--- src/rtl/blackjack_dealer.sv ---
// blackjack_dealer: blackjack round sequencer for a card puller; define DEALER_HIT_SOFT17_EN to make the dealer hit soft 17
module blackjack_dealer #(
  parameter int DEALER_STAND = 17
) (
  input  logic       clk,
  input  logic       reset,
  input  logic       start,
  input  logic       hit,
  input  logic       stand,
  output logic [1:0] userSelect,
  input  logic [3:0] card,
  output logic       deck_reset,
  output logic [4:0] player_total,
  output logic [4:0] dealer_total,
  output logic       player_turn,
  output logic [1:0] result,
  output logic       done
);
  typedef enum logic [2:0] {IDLE, REQ, REL, PLAYER, DEALER, SETTLE, DONE} state_t;
  state_t r_state, w_next;
  logic [4:0] r_p_hard, r_d_hard, w_p_best, w_d_best;
  logic [1:0] r_cnt, r_target, r_result, w_target;
  logic r_p_ace, r_d_ace, r_dealing, r_deck_reset;
  logic w_start, w_capture, w_p_bust, w_d_bust, w_d_draw, w_rel_exit;
  assign w_p_best = (r_p_ace && r_p_hard <= 5'd11) ? r_p_hard + 5'd10 : r_p_hard;
  assign w_d_best = (r_d_ace && r_d_hard <= 5'd11) ? r_d_hard + 5'd10 : r_d_hard;
  assign w_p_bust = r_p_hard > 5'd21;
  assign w_d_bust = r_d_hard > 5'd21;
  // a start seen during the deck-reset cycle would restart an already-restarted round
  assign w_start = start && !r_deck_reset && (r_state == IDLE || r_state == DONE);
  assign w_target = r_dealing ? (r_cnt[0] ? 2'd2 : 2'd1) : r_target;
  assign w_capture = r_state == REQ && card != 4'd0;
  assign w_rel_exit = r_state == REL && card == 4'd0;
`ifdef DEALER_HIT_SOFT17_EN
  assign w_d_draw = ({27'd0, w_d_best} < DEALER_STAND) || (w_d_best == 5'd17 && r_d_ace && r_d_hard <= 5'd11);
`else
  assign w_d_draw = {27'd0, w_d_best} < DEALER_STAND;
`endif
  assign deck_reset = r_deck_reset;
  assign player_total = w_p_best;
  assign dealer_total = w_d_best;
  assign player_turn = r_state == PLAYER;
  assign result = r_result;
  assign done = r_state == DONE;
  always_ff @(posedge clk)
    if (reset) r_state <= IDLE;
    else r_state <= w_next;
  always_comb begin
    w_next = r_state;
    userSelect = 2'd0;
    case (r_state)
      IDLE, DONE: w_next = r_deck_reset ? REQ : (w_start ? IDLE : r_state);
      REQ: begin
        userSelect = w_target;
        w_next = card != 4'd0 ? REL : REQ;
      end
      REL:
        if (card == 4'd0)
          w_next = r_dealing ? (r_cnt != 2'd0 ? REQ : (w_p_best == 5'd21 ? DEALER : PLAYER)) :
                   r_target == 2'd1 ? (w_p_bust ? SETTLE : (w_p_best == 5'd21 ? DEALER : PLAYER)) : DEALER;
      PLAYER: w_next = stand ? DEALER : (hit ? REQ : PLAYER);
      DEALER: w_next = w_d_draw ? REQ : SETTLE;
      SETTLE: w_next = DONE;
      default: w_next = IDLE;
    endcase
  end
  always_ff @(posedge clk) begin
    if (reset) begin
      r_p_hard <= 5'd0;
      r_d_hard <= 5'd0;
      r_p_ace <= 1'b0;
      r_d_ace <= 1'b0;
      r_cnt <= 2'd0;
      r_target <= 2'd1;
      r_dealing <= 1'b0;
      r_deck_reset <= 1'b0;
      r_result <= 2'd0;
    end else begin
      r_deck_reset <= w_start;
      if (w_start) begin
        r_p_hard <= 5'd0;
        r_d_hard <= 5'd0;
        r_p_ace <= 1'b0;
        r_d_ace <= 1'b0;
        r_cnt <= 2'd0;
        r_target <= 2'd1;
        r_dealing <= 1'b1;
        r_result <= 2'd0;
      end
      if (w_capture && w_target == 2'd1) begin
        r_p_hard <= r_p_hard + {1'b0, card};
        r_p_ace <= r_p_ace | (card == 4'd1);
      end
      if (w_capture && w_target == 2'd2) begin
        r_d_hard <= r_d_hard + {1'b0, card};
        r_d_ace <= r_d_ace | (card == 4'd1);
      end
      if (w_capture && r_dealing) r_cnt <= r_cnt + 2'd1;
      // the counter wraps to 0 on the 4th deal card, which ends the deal
      if (w_rel_exit && r_dealing && r_cnt == 2'd0) r_dealing <= 1'b0;
      if (r_state == DEALER) r_target <= 2'd2;
      if (r_state == SETTLE)
        r_result <= w_p_bust ? 2'd2 : w_d_bust ? 2'd1 :
                    w_p_best > w_d_best ? 2'd1 : w_p_best < w_d_best ? 2'd2 : 2'd3;
    end
  end
endmodule
--- config.mk ---
export PLATFORM = sky130hd
export DESIGN_NAME = blackjack_dealer
export DESIGN_NICKNAME = d
export VERILOG_FILES = /design/src/rtl/blackjack_dealer.sv
export SDC_FILE = /design/constraint.sdc
export NUM_CORES = 1
export LEC_CHECK = 0
export CAP_MARGIN = 40
export CORE_MARGIN = 2
export CORE_UTILIZATION = 40
export CTS_BUF_LIST = sky130_fd_sc_hd__clkbuf_4 sky130_fd_sc_hd__clkbuf_8 sky130_fd_sc_hd__clkbuf_16
export DETAILED_ROUTE_END_ITERATION = 12
export PLACE_DENSITY_LB_ADDON = 0.2
export SLEW_MARGIN = 10
export SYNTH_ARGS = -nofsm -noshare
export SYNTH_HDL_FRONTEND = slang
export SYNTH_SLANG_ARGS = --single-unit
--- constraint.sdc ---
create_clock -name clk -period 5.37 [get_ports clk]
set_clock_uncertainty 0.1 [all_clocks]
set_input_delay 1.611 -clock clk [delete_from_list [all_inputs] [get_ports clk]]
set_output_delay 1.611 -clock clk [all_outputs]
set_load 0.005 [all_outputs]
==> results by group <==
Pwr
  • Int Pwr: 270.0 uW
  • Power share of the clock group: 0.287
  • Logic pwr share: 0.220
  • Switch share: 0.3088
  • Seq pwr share: 0.493
  • Lkg Pwr: 0.0008510 uW
  • Highest ir drop seen on vdd: 0.09713 mV
  • Pwr Density: 169.7 mW/mm2
  • Psw: 120.6 uW

Final layout
  • Commonest non-fill, non-tap cell in the layout: a21oi_1
  • Final Cell Area: 0.002302 mm2
  • Antenna cell count: 0
  • Layout cell share with drive strength beyond 1: 0.04779
  • Fill count: 483
  • Commonest cells after routing, fill and taps aside: 29 x a21oi_1, 25 x clkdlybuf4s50_1, 23 x dfxtp_1
  • Fin cells: 339
  • Area grow syn2layout: 17.12%
  • Nets: 304

Global route
  • First-pass GRT wire length: 7976 um
  • Vias in the first global route: 1,683
  • Pin count of the biggest net entering global routing: 18
  • Global Route Usage Sum: 0.1850
  • GRT overflow: 0
  • Antenna violations before repair: 0

Clock network
  • Cts hold-fix bufs: 0
  • Clock Tree Buf Depth: 2
  • H-tree depth: 1
  • Worst skew pair latency: 0.27 ns
  • Post-CTS Setup Inserts: 0
  • CTS Buf Count: 3
  • Clock sinks: 23
  • Post-CTS sizing: 0
  • Clock transition at path regs: 0.09 ns
  • Root Buffer Master: clkbuf_8
  • CTS tree: built

Floorplanning
  • Die ar.: 0.005491 mm2
  • Row count: 25
  • Initial Util: 0.4162
  • DIE HEIGHT: 74.10 um
  • # IOs: 26
  • Chip Width: 74.10 um
  • Placeable Area: 0.004723 mm2

Logic synthesis
  • Mean area per synthesized cell: 7.678 um2
  • Mapped Cells: 256
  • Synth Area in Compound Gates: 0.2317
  • Largest family of logic cells by synthesized area: simple AND/OR/NAND/NOR gates
  • Unique masters post-synth: 55
  • Post-synth top flop: dfxtp_1
  • Post-synth EDFFs: 0
  • Post-synthesis adder-cell area fraction: 0.1477
  • Synth warnings: 0
  • Synthesis-stage register bit count: 23
  • Sequential area share after synthesis: 0.2342
  • Synth Area in XOR/XNOR: 0.02673
  • Post-synthesis cell area: 0.001966 mm2
  • Multiplexer share of the synthesized area: 0.01655
  • Post-Synth Simple-Gate Area: 0.2788
  • Asr flop ratio synth: 0
  • Post-synth net total: 287

Setup path
  • Crit Path Class: register to primary output
  • CP Capture Type: primary output
  • Setup crit end: player_total[4]
  • Beginning of the critical path: r_p_hard[2]
  • Crit Path Max Fanout: 11
  • Flop-to-flop setup slack: 2.53 ns
  • FF-to-FF path depth: 9
  • CP Launch Type: register
  • Worst reg2reg startpoint: r_p_hard[2]
  • FF-to-FF End: result[1]
  • WP data arrival: 2.54 ns
  • Required time of the critical path: 3.66 ns

Detailed routing
  • Vias: 1,872
  • Wire length on met3: 173 um
  • First-pass iteration count of the detailed router: 4
  • DRC: 0
  • Highest metal used: met4
  • Met2 routed WL: 2124 um
  • Average wire per standard cell: 13.93 um
  • Routed WL: 4722 um
  • Vias/cell: 5.522
  • 1st-iter DRT viols: 120
  • Post-route ant nets: 0
  • WL met1: 2384 um

STA
  • Setup TNS Final: 0 ns
  • Final setup viols: 0
  • RSZ-0062 raised after global routing: no
  • Hold_ws: 0.3709 ns
  • Max Slew Vio Count: 0
  • Max Freq: 235.5 MHz
  • Tcrit/Tclk final: 0.7909
  • Slew @ Worst Pin: 0.8036 ns
  • Slew margin rel.: 0.4593
  • Minimum clock period: 4.247 ns
  • Hold Fails Final Rpt: 0

Placement
  • Dpl cells: 335
  • Placed cell areas: 0.002256 mm2
  • HPWL after DPL: 3584 um
  • Buffers added on ports: 25
  • Final Wtd Congestion: 0.9125

Worst hold path
  • Min-delay src: result[0]
  • Worst min-delay path category: register to register

Run
  • Number of max-cap violations: 0

Outcome
  • Outcome: complete, no violations
cell usage after synthesis (2+ instances only):
cell type	count	area share
o31ai_1	3	0.011
xor2_1	2	0.0089
dfxtp_1	23	0.23
nor2b_1	7	0.022
a21o_1	4	0.015
nand3_1	9	0.023
mux2_2	2	0.011
a211oi_1	2	0.0076
o211ai_1	2	0.0076
nand2_1	20	0.038
o21ai_0	11	0.028
nor4bb_1	2	0.010
a31oi_1	3	0.0095
a32oi_1	2	0.0089
and2_1	2	0.0064
and3b_1	2	0.0089
nor3b_1	6	0.023
nand2b_1	6	0.019
fa_1	2	0.020
nand3b_1	2	0.0076
a21oi_1	29	0.074
nand4_1	2	0.0064
o22ai_1	2	0.0064
xnor2_1	4	0.018
inv_1	16	0.031
buf_4	2	0.0076
nor2_1	18	0.034
or3_1	5	0.016
clkbuf_1	10	0.019
nor3_1	7	0.018
ha_1	20	0.13
o21a_1	2	0.0076
or3b_2	2	0.0089
nand4b_1	3	0.013
a211o_1	2	0.0089
cell type report:
| class | count | area (um2) | area share |
|---|---|---|---|
| Clock inverter | 1 | 5.005 | 0.002174 |
| Tap cell | 67 | 83.83 | 0.03641 |
| Sequential cell | 23 | 460.4 | 0.2000 |
| Timing Repair Buffer | 27 | 272.8 | 0.1185 |
| Inverter | 16 | 60.06 | 0.02609 |
| Multi-Input combinational cell | 202 | 1379 | 0.5989 |
| Clock buffer | 3 | 41.29 | 0.01793 |
through the flow:
step / util / total power [uW] / worst slack (ns)
floorplan: - / 250.2 / 2.157
global placement: 0.4744 / 281.9 / 1.410
finish: 0.4874 / 390.6 / 1.123
global route: 0.4874 / 415.7 / 0.9230
CTS: 0.4874 / 394.4 / 1.108
detailed placement: 0.4776 / 283.1 / 1.412
kinds of logic after synthesis:
logic type,Yosys count
flip-flops,23
AO/OA/AOI/OAI,72
XOR/XNOR,6
multiplexers,3
adder cells (fa/ha/maj),22
buffers and inverters,31
AND/OR/NAND/NOR,99
registers in the layout, summed over array words and instances (netlist names):
| register | cells |
|---|---|
| r_d_ace | 1 |
| r_cnt | 2 |
| r_d_hard | 5 |
| result | 2 |
| r_p_hard | 5 |
| r_target | 2 |
| r_p_ace | 1 |
| deck_reset | 1 |
| r_state | 3 |
| r_dealing | 1 |
routing by layer:
layer / track usage / vias up
met5: 0 / -
met4: 0.04444 / 0
met3: 0.02710 / 6
met2: 0.2847 / 32
met1: 0.2721 / 873
li1: - / 961
worst min-delay path by stage:
stage | endpoint | slack, ns | depth (start not counted)
finish | result[0] | 0.37 | 2
global route | result[0] | 0.40 | 2
CTS | result[0] | 0.37 | 2
detailed placement | result[0] | 0.36 | 2
global placement | r_cnt[1] | 0.36 | 2
floorplan | r_cnt[1] | 0.35 | 2
power groups by stage:
stage               clock network [uW]  registers, uW  logic (uW)
floorplan                            0            186        64.2
global placement                     0            196        85.8
detailed placement                   0            196        86.9
CTS                                115            192        87.4
global route                       124            195        97.2
finish                             112            193        86.1
critical path: stages (launching register included):
cell and delay (ns):
dfxtp_1 0.53, inv_1 0.08, ha_1 0.18, and3b_1 0.20, o311ai_0 0.65, clkdlybuf4s50_1 0.63
No activity file was read; power rests on OpenSTA's default activity.
